==> config.mk <==
export PLATFORM = sky130hd
export DESIGN_NAME = lamp_fpu_exp_mul_arb
export DESIGN_NICKNAME = d
export VERILOG_FILES = /design/src/rtl/lamp_fpu_exp_mul_arb_pkg.sv /design/src/rtl/lamp_fpu_exp_mul_arb_pick.sv /design/src/rtl/lamp_fpu_exp_mul_arb.sv
export SDC_FILE = /design/constraint.sdc
export NUM_CORES = 1
export LEC_CHECK = 0
export CAP_MARGIN = 20
export CORE_ASPECT_RATIO = 0.5
export CORE_UTILIZATION = 40
export DETAILED_ROUTE_END_ITERATION = 10
export GPL_ROUTABILITY_DRIVEN = 0
export PLACE_DENSITY = 0.95
export SYNTH_ARGS = -nofsm -noshare
export SYNTH_HDL_FRONTEND = slang
export SYNTH_SLANG_ARGS = --single-unit
export TNS_END_PERCENT = 1
==> constraint.sdc <==
create_clock -name clk -period 9.6 [get_ports clk]
set_input_delay 2.88 -clock clk [delete_from_list [all_inputs] [get_ports clk]]
set_output_delay 2.88 -clock clk [all_outputs]
set_load 0.02 [all_outputs]
==> src/rtl/lamp_fpu_exp_mul_arb_pkg.sv <==
// Shared types and the round-robin pick helper for the exponential unit's multiply arbiter.
package lamp_fpu_exp_mul_arb_pkg;

  localparam int LAMP_FLOAT_DW = 16;
  localparam int MUL_NREQ_MAX  = 8;

  typedef logic [$clog2(MUL_NREQ_MAX)-1:0] mulReqId_t;
  typedef struct packed {logic valid; mulReqId_t id;} mulTag_t;
  typedef struct packed {logic hit; mulReqId_t id;} mulPick_t;

  // Rotate elig so ptr sits at bit 0, take the lowest set bit, rotate the index back.
  function automatic mulPick_t FUNC_rrPick(input logic [MUL_NREQ_MAX-1:0] elig,
                                           input mulReqId_t ptr, input int nreq);
    logic [MUL_NREQ_MAX-1:0] rot;
    mulPick_t                r;
    rot = '0;
    r   = '0;
    for (int i = 0; i < MUL_NREQ_MAX; i++)
      if (i < nreq) rot[i] = elig[mulReqId_t'((int'(ptr) + i) % nreq)];
    for (int i = MUL_NREQ_MAX-1; i >= 0; i--)
      if (rot[i]) begin
        r.hit = 1'b1;
        r.id  = mulReqId_t'((int'(ptr) + i) % nreq);
      end
    return r;
  endfunction

endpackage

==> src/rtl/lamp_fpu_exp_mul_arb_pick.sv <==
// Combinational round-robin picker over NREQ eligibility bits.
module lamp_fpu_rr_pick
  import lamp_fpu_exp_mul_arb_pkg::*;
#(
  parameter int NREQ = 4
) (
  input  logic [NREQ-1:0] elig,
  input  mulReqId_t       ptr,
  output logic            hit,
  output mulReqId_t       id
);

  logic [MUL_NREQ_MAX-1:0] elig_ext;
  mulPick_t                pick;

  always_comb begin
    elig_ext           = '0;
    elig_ext[NREQ-1:0] = elig;
    pick               = FUNC_rrPick(elig_ext, ptr, NREQ);
  end

  assign hit = pick.hit;
  assign id  = pick.id;

endmodule

==> src/rtl/lamp_fpu_exp_mul_arb.sv <==
// Round-robin sharing of one bfloat16 multiply pipe among NREQ requesters, with ID tags
// tracked through the fixed-latency pipe and per-requester result holding registers.
module lamp_fpu_exp_mul_arb
  import lamp_fpu_exp_mul_arb_pkg::*;
#(
  parameter int NREQ    = 4,
  parameter int MUL_LAT = 2,
  parameter int DW      = LAMP_FLOAT_DW
) (
  input  logic                     clk,
  input  logic                     rst,
  input  logic [NREQ-1:0]          req_i,
  input  logic [NREQ-1:0][DW-1:0]  op1_i,
  input  logic [NREQ-1:0][DW-1:0]  op2_i,
  output logic [NREQ-1:0]          gnt_o,
  output logic                     doMul_o,
  output logic [DW-1:0]            mulOp1_o,
  output logic [DW-1:0]            mulOp2_o,
  input  logic                     mulValid_i,
  input  logic [DW-1:0]            mulRes_i,
  output logic [NREQ-1:0]          rspValid_o,
  output logic [NREQ-1:0][DW-1:0]  rspData_o,
  input  logic [NREQ-1:0]          rspReady_i,
  output logic                     busy_o,
  output logic                     errProt_o
);

  logic [NREQ-1:0] pend, elig, cap_vec, drop_vec, rel_vec;
  mulReqId_t       ptr, pick_id, ptr_nxt;
  logic            pick_hit;
  mulTag_t         tag_pipe [MUL_LAT];
  mulTag_t         tag_out;

  assign elig = req_i & ~pend;

  lamp_fpu_rr_pick #(.NREQ(NREQ)) u_pick (
    .elig (elig),
    .ptr  (ptr),
    .hit  (pick_hit),
    .id   (pick_id)
  );

  always_comb begin
    gnt_o    = '0;
    mulOp1_o = '0;
    mulOp2_o = '0;
    for (int n = 0; n < NREQ; n++)
      if (pick_hit && pick_id == mulReqId_t'(n)) begin
        gnt_o[n] = 1'b1;
        mulOp1_o = op1_i[n];
        mulOp2_o = op2_i[n];
      end
  end

  assign doMul_o = |gnt_o;
  assign ptr_nxt = mulReqId_t'((int'(pick_id) + 1) % NREQ);
  assign tag_out = tag_pipe[MUL_LAT-1];

  // A valid tag leaving the pipe either captures the result or, if the pipe dropped it, frees the slot.
  always_comb begin
    cap_vec  = '0;
    drop_vec = '0;
    for (int n = 0; n < NREQ; n++)
      if (tag_out.valid && tag_out.id == mulReqId_t'(n)) begin
        cap_vec[n]  = mulValid_i;
        drop_vec[n] = ~mulValid_i;
      end
    rel_vec = rspValid_o & rspReady_i;
  end

  always_ff @(posedge clk) begin
    if (!rst) begin
      ptr        <= '0;
      pend       <= '0;
      rspValid_o <= '0;
      rspData_o  <= '0;
      errProt_o  <= 1'b0;
      for (int i = 0; i < MUL_LAT; i++) tag_pipe[i] <= '0;
    end else begin
      if (doMul_o) ptr <= ptr_nxt;
      tag_pipe[0] <= {doMul_o, pick_id};
      for (int i = 1; i < MUL_LAT; i++) tag_pipe[i] <= tag_pipe[i-1];
      if (|drop_vec) errProt_o <= 1'b1;
      // Grant needs pend=0 while release/drop need pend=1, so the set and clear never collide.
      pend       <= (pend & ~(rel_vec | drop_vec)) | gnt_o;
      rspValid_o <= (rspValid_o & ~rel_vec) | cap_vec;
      for (int n = 0; n < NREQ; n++)
        if (cap_vec[n]) rspData_o[n] <= mulRes_i;
    end
  end

  assign busy_o = |pend;

endmodule

======== Yosys cells after proc, flatten, opt, wreduce, memory -nomap -nowiden ========
Memories as Yosys holds them, arrays and structs flattened.
Index checks and enable logic that the tools add are counted.
word-level totals
  RAM bits ................................ 8
  output and inout port bits .............. 107
  logic and storage cells ................. 91
  bits of input ports ..................... 155
  memories kept ........................... 1
  flip-flop bits (word level) ............. 75
cells by class
  magnitude comparators ................... 4
  multiplexer cells ....................... 36
  bitwise logic cells ..................... 16
  eq/ne operators ......................... 6
  add/subtract/negate cells ............... 4
  reduce and logical (&&, ||, !) cells .... 16
memories
  memory    depth  bits a word  read ports  clocked after Yosys merged registers in  write ports  RTL line                    source
  tag_pipe  2      4            2           0                                        2            lamp_fpu_exp_mul_arb.sv:31  mulTag_t tag_pipe [MUL_LAT];
operators by type and width
  kind                 number
  $mux 16              8
  $mux 4               6
  $mux 1               18
  $and 4x4->4          4
  $eq 3x2->1 const B   4
  $lt 3x4->1 const B   3
  $not 4->4            3
  $or 4x4->4           3
  $reduce_or 4->1      3
  $bmux 1 s3           3
  $logic_and 1x1->1    8
  $eq 3x1->1 const B   2
  $logic_not 3->1      2
  $reduce_or 2->1      3
  $add 2x1->2 const B  2
  $add 2x2->2 const B  2
  $lt 2x4->1 const B   1
  $and 1x1->1 const A  3
  $bmux 1 s2           1
  $or 1x1->1           2
  $not 1->1            1

======== Logic depth before layout (Yosys ltp) ========
  depth after elaboration ................. 15
  depth in mapped cells ................... 11

======== By module ========
Synthesis repeated with hierarchy kept, for this count alone.
second synthesis, totals
  cells, all modules ...................... 557
  area total of the unflattened synthesis .. 4404.2 um2
by module, submodules not included
  module                area each (um2)  cells an instance  times used
  lamp_fpu_exp_mul_arb  4311.6           540                1
  lamp_fpu_rr_pick      92.6             17                 1

======== Worst setup path before layout ========
OpenSTA, ideal clock, no wires.
  path type ............................... input port to output port
  from .................................... input port req_i[1]
  to ...................................... output port mulOp1_o[15]
  path buffers ............................ 1
  stages .................................. 9
  path slack .............................. 2.051 ns
  data arrival time ....................... 4.669 ns
  data required time ...................... 6.720 ns
  path through ............................ nand2b_1 or3b_1 o211a_1 ha_1 buf_2 nor2b_1 a221oi_1 a211o_1 a21oi_1
between the ends
  word-level cells in the longest chain between the ends .. 13
  elaborated cells on any way between the ends .. 25
  those cells by class .................... eq/ne (3); mux (16); bitwise (1); reduce/logical (5)
ends and longest elaborated chain
  element                       RTL line                        source
  start: declaration            lamp_fpu_exp_mul_arb.sv:12      input logic [NREQ-1:0] req_i,
  $and 4x4->4 *                 lamp_fpu_exp_mul_arb.sv:34      assign elig = req_i & ~pend;
  $bmux 1 s3                    lamp_fpu_exp_mul_arb_pkg.sv:19  if (i < nreq) rot[i] = elig[mulReqId_t'((int'(ptr) + i) % nreq)];
  $mux 1 (not written as such)  lamp_fpu_exp_mul_arb_pkg.sv:19
  $mux 4 (3 in series)          lamp_fpu_exp_mul_arb_pkg.sv:21  if (rot[i]) begin
  $mux 4 *                      lamp_fpu_exp_mul_arb_pkg.sv:21
  named net pick_id[0]          lamp_fpu_exp_mul_arb.sv:29      mulReqId_t ptr, pick_id, ptr_nxt;
  $logic_not 3->1               lamp_fpu_exp_mul_arb.sv:48      if (pick_hit && pick_id == mulReqId_t'(n)) begin
  $logic_and 1x1->1             lamp_fpu_exp_mul_arb.sv:48
  $mux 16 (3 in series)         lamp_fpu_exp_mul_arb.sv:48
  $mux 16 *                     lamp_fpu_exp_mul_arb.sv:48
  end: declaration              lamp_fpu_exp_mul_arb.sv:17      output logic [DW-1:0] mulOp1_o,
Mark *: on every way through the listed nets, which the timed path passes. The rest lies on a longest branch. The select of a mux whose other input is x is not followed.

======== Worst setup path after layout ========
  from .................................... input port req_i[2]
  to ...................................... output port mulOp2_o[13]
between the ends
  word-level cells in the longest chain between the ends .. 13
  elaborated cells on any way between the ends .. 25
  those cells by class .................... eq/ne (3); mux (16); bitwise (1); reduce/logical (5)
ends and longest elaborated chain
  element                       RTL line                        source
  $and 4x4->4 *                 lamp_fpu_exp_mul_arb.sv:34
  $bmux 1 s3                    lamp_fpu_exp_mul_arb_pkg.sv:19
  $mux 1 (not written as such)  lamp_fpu_exp_mul_arb_pkg.sv:19
  $mux 4 (3 in series)          lamp_fpu_exp_mul_arb_pkg.sv:21
  $mux 4 *                      lamp_fpu_exp_mul_arb_pkg.sv:21
  named net pick_id[0]          lamp_fpu_exp_mul_arb.sv:29
  $logic_not 3->1               lamp_fpu_exp_mul_arb.sv:48
  $logic_and 1x1->1             lamp_fpu_exp_mul_arb.sv:48
  $mux 16 (3 in series)         lamp_fpu_exp_mul_arb.sv:48
  $mux 16 *                     lamp_fpu_exp_mul_arb.sv:48
  end: declaration              lamp_fpu_exp_mul_arb.sv:18      output logic [DW-1:0] mulOp2_o,
Marks and branches as above.

==> impl_metrics.csv <==
group,metric,value,unit
yosys,seq_area_frac_synth,37.2,%
sta,max_slew_margin,31.2,%
sta,setup-violations-final,0,
drt,drt-wirelength-per-cell,15.2,microns
worst_setup_path,critical_path.max_fanout,30,
yosys,synth_top_area_cell,"sky130_fd_sc_hd__dfxtp_1",
run_status,run_status,"finished clean",
sta,tns,0,ps
yosys,postSynthAreaPerCell,7.10,sq um
worst_setup_path,critical_path.slowest_cell,"sky130_fd_sc_hd__clkdlybuf4s50_1",
placed_design,port_buffers,261,
drt,dr.pass1.iters,5,
yosys,mapped_nets,773,
cts,htree_num_levels,3,
worst_setup_path,timing.critical_path.cells,"clkdlybuf4s50_1, nand2b_1, or3b_1, o211a_1, inv_1, ha_2, buf_4, a21oi_1, o21ai_0, a22oi_1, nor2_1, clkdlybuf4s50_1",
cts,clockRootBuffer,"sky130_fd_sc_hd__clkbuf_16",
global_route,grt.overflow.total,0,
flow_run,maxCapViolCount,0,
worst_setup_path,cp-end-kind,"output port",
worst_setup_path,path_class,"in2out",
die,core,0.0104,sq mm
cts,post_cts_resize_count,0,
cts,postCtsSetupRepairBufs,0,
sta,worst_hold_slack,434,ps
yosys,proportion_of_register_bits_with_asynchronous_set_or_reset_after_synthesis,0,%
sta,grt_setup_unrepaired,"false",
yosys,yosysMostFrequentCell,"sky130_fd_sc_hd__nand2_1",
sta,clock_skew,7.09,ps
cts,ctsLongestPathBuffers,2,
cts,cts-buffers-inserted,9,
yosys,dominantRegCellSynth,"sky130_fd_sc_hd__dfxtp_1",
yosys,syn_area,0.00436,sq mm
sta,period_minus_slack,8980,ps
worst_setup_path,crit_buf_inv,4,
power_and_ir_drop,pwr_per_cell_area,245,mW/mm^2
sta,timing.fmax,111,MHz
yosys,netlist_top_cells_count,"sky130_fd_sc_hd__nand2_1, sky130_fd_sc_hd__dfxtp_1, sky130_fd_sc_hd__a21boi_1, sky130_fd_sc_hd__a21oi_1, sky130_fd_sc_hd__inv_1",
placed_design,detailed_place_hpwl,11100,microns
sta,finalMaxSlewViolations,0,
power_and_ir_drop,vdd.ir_drop.worst,0.236,mV
global_route,grt_pass1_wl,21900,microns
yosys,postSynthRegisterBits,81,
power_and_ir_drop,leakage,2.78,nW
cells_and_area,filler_cell_count,791,
global_route,first_global_vias,4660,
worst_setup_path,path_delay_family,"buffers and inverters",
die,chip_height,75.8,microns
drt,route.final.wire_length,15100,microns
worst_setup_path,critical_path.startpoint_type,"primary input",
yosys,edff_count_synth,0,
sta,post-route-period-util,93.6,%
sta,tightest_slew,1030,ps
cells_and_area,area.growth.synth_to_final,69.0,%
drt,starting_drt_drc_count,185,
cells_and_area,insertedDiodeCount,0,
worst_setup_path,timing.critical_path.arrival,6100,ps
die,die_w,150,microns
global_route,grt_antenna_before_repair,0,
power_and_ir_drop,p_total,1.81,mW
yosys,ys_top_cells_by_area,"sky130_fd_sc_hd__dfxtp_1, sky130_fd_sc_hd__nand2_1, sky130_fd_sc_hd__a21boi_1",
worst_setup_path,critical_path.max_stage_delay,620,ps
cts,clock-sinks,81,
cells_and_area,drive_above_1_share,4.11,%
cts,cts_tree,"done",
drt,drc_errors,0,
cts,clock_latency,330,ps
cells_and_area,multi_input_comb_area,0.00241,sq mm
drt,vias,5179,
drt,avgViaCountPerCell,5.22,
cts,cts.hold.buffers_added,0,
yosys,syn-instance-count,614,
drt,antenna_violating_nets_post_route,0,
worst_setup_path,cpMostUsedCell,"sky130_fd_sc_hd__clkdlybuf4s50_1",
die,die-area,0.0114,sq mm
global_route,grt_max_degree,82,
yosys,synth.top_cell.area_share,37.2,%
die,rows,26,
cells_and_area,final_net_count,1006,
worst_setup_path,critPathRequiredTime,6720,ps
hold_path,hold_class,"reg2reg",
die,floorplan.initialDensity,41.9,%
global_route,gr-usage-all-layers,24.7,%
cells_and_area,area.sequential,0.00162,sq mm
yosys,synth.lib_cells_used.distinct,36,
cts,clkTransAtPathRegs,50,ps
yosys,synthesis.yosys.warnings,0,
die,num_io_pins,262,
sta,final_hold_viol_count,0,
flip-flops by register name, indices dropped and copies added (netlist names):
| name | count |
|---|---|
| rspData_o | 64 |
| pend | 4 |
| ptr | 2 |
| rspValid_o | 4 |
| errProt_o | 1 |
| tag_pipe | 6 |
power by group:
part	switching (mW)	total (mW)	internal, mW	leakage, nW
Sequential	0.0157	0.372	0.356	0.656
Clock	0.129	0.371	0.242	0.155
Combinational	0.581	1.07	0.485	1.97
Total	0.726	1.81	1.08	2.78
cell usage in the layout (no fill, tap or decap), drive strengths merged, types with 2 or more instances in the layout:
cell             n
a21oi           62
nand2          168
a22oi           30
clkbuf          12
o211a            4
o21a             5
buf             10
or2              2
a211o            2
ha               4
dfxtp           81
a21boi          70
and2            10
inv             36
nand2b          11
o21ai           33
a221oi           2
clkinvlp         2
clkdlybuf4s50  260
nor2            34
bufinv           2
layer usage:
metal	vias up	GRT usage (%)	part of all wire, %
met3	29	5.27	6.0
met1	2431	27.4	39
li1	2511	-	-
met2	208	47.7	52
met4	0	9.54	2.2
met5	-	0	0
final timing paths:
check,start,to,slack [ps],depth (start not counted)
worst min register to register,tag_pipe[0][1],tag_pipe[0][5],430,1
worst max register to register,pend[1],pend[2],7070,8
worst max-delay path,req_i[2],mulOp2_o[13],620,12
worst min-delay path,tag_pipe[0][1],tag_pipe[0][5],430,1
layout make-up:
type                            count  share of cell area (%)
Clock buffer                       12                    3.48
Inverter                           36                    1.83
Clock inverter                      4                    1.02
Sequential cell                    81                    22.0
Timing Repair Buffer              270                    36.6
Tap cell                          140                    2.38
Multi-Input combinational cell    449                    32.7
metrics by stage:
stage,setup slack (ps),instances,cell area (sq um),utilization (%)
2_1_floorplan,2050,614,4360,-
3_3_place_gp,732,974,7000,67.2
3_5_place_dp,658,974,7000,67.2
4_1_cts,645,990,7330,70.4
5_1_grt,357,992,7370,70.8
6_report,616,992,7370,70.8
worst reg2reg max path: stages, from the launching register on:
cell and delay [ps]:
sky130_fd_sc_hd__dfxtp_1 370, sky130_fd_sc_hd__nand2b_1 200, sky130_fd_sc_hd__or3b_1 360, sky130_fd_sc_hd__o211a_1 190
sky130_fd_sc_hd__inv_1 120, sky130_fd_sc_hd__ha_2 550, sky130_fd_sc_hd__buf_4 380, sky130_fd_sc_hd__and2_1 190
sky130_fd_sc_hd__o21a_1 120
cell families (layout without fill, tap and decap cells):
| logic type | Yosys count | count (layout) | share of synthesized area (%) |
|---|---|---|---|
| and+or+nand+nor | 234 | 234 | 22.5 |
| AOI/OAI and AO/OA | 210 | 210 | 31.1 |
| buffers and inverters | 84 | 322 | 7.77 |
| DFF | 81 | 81 | 37.2 |
| adders and majority gates | 4 | 4 | 1.15 |
| muxes | 1 | 1 | 0.258 |
Power figures use the tool's default switching activity.
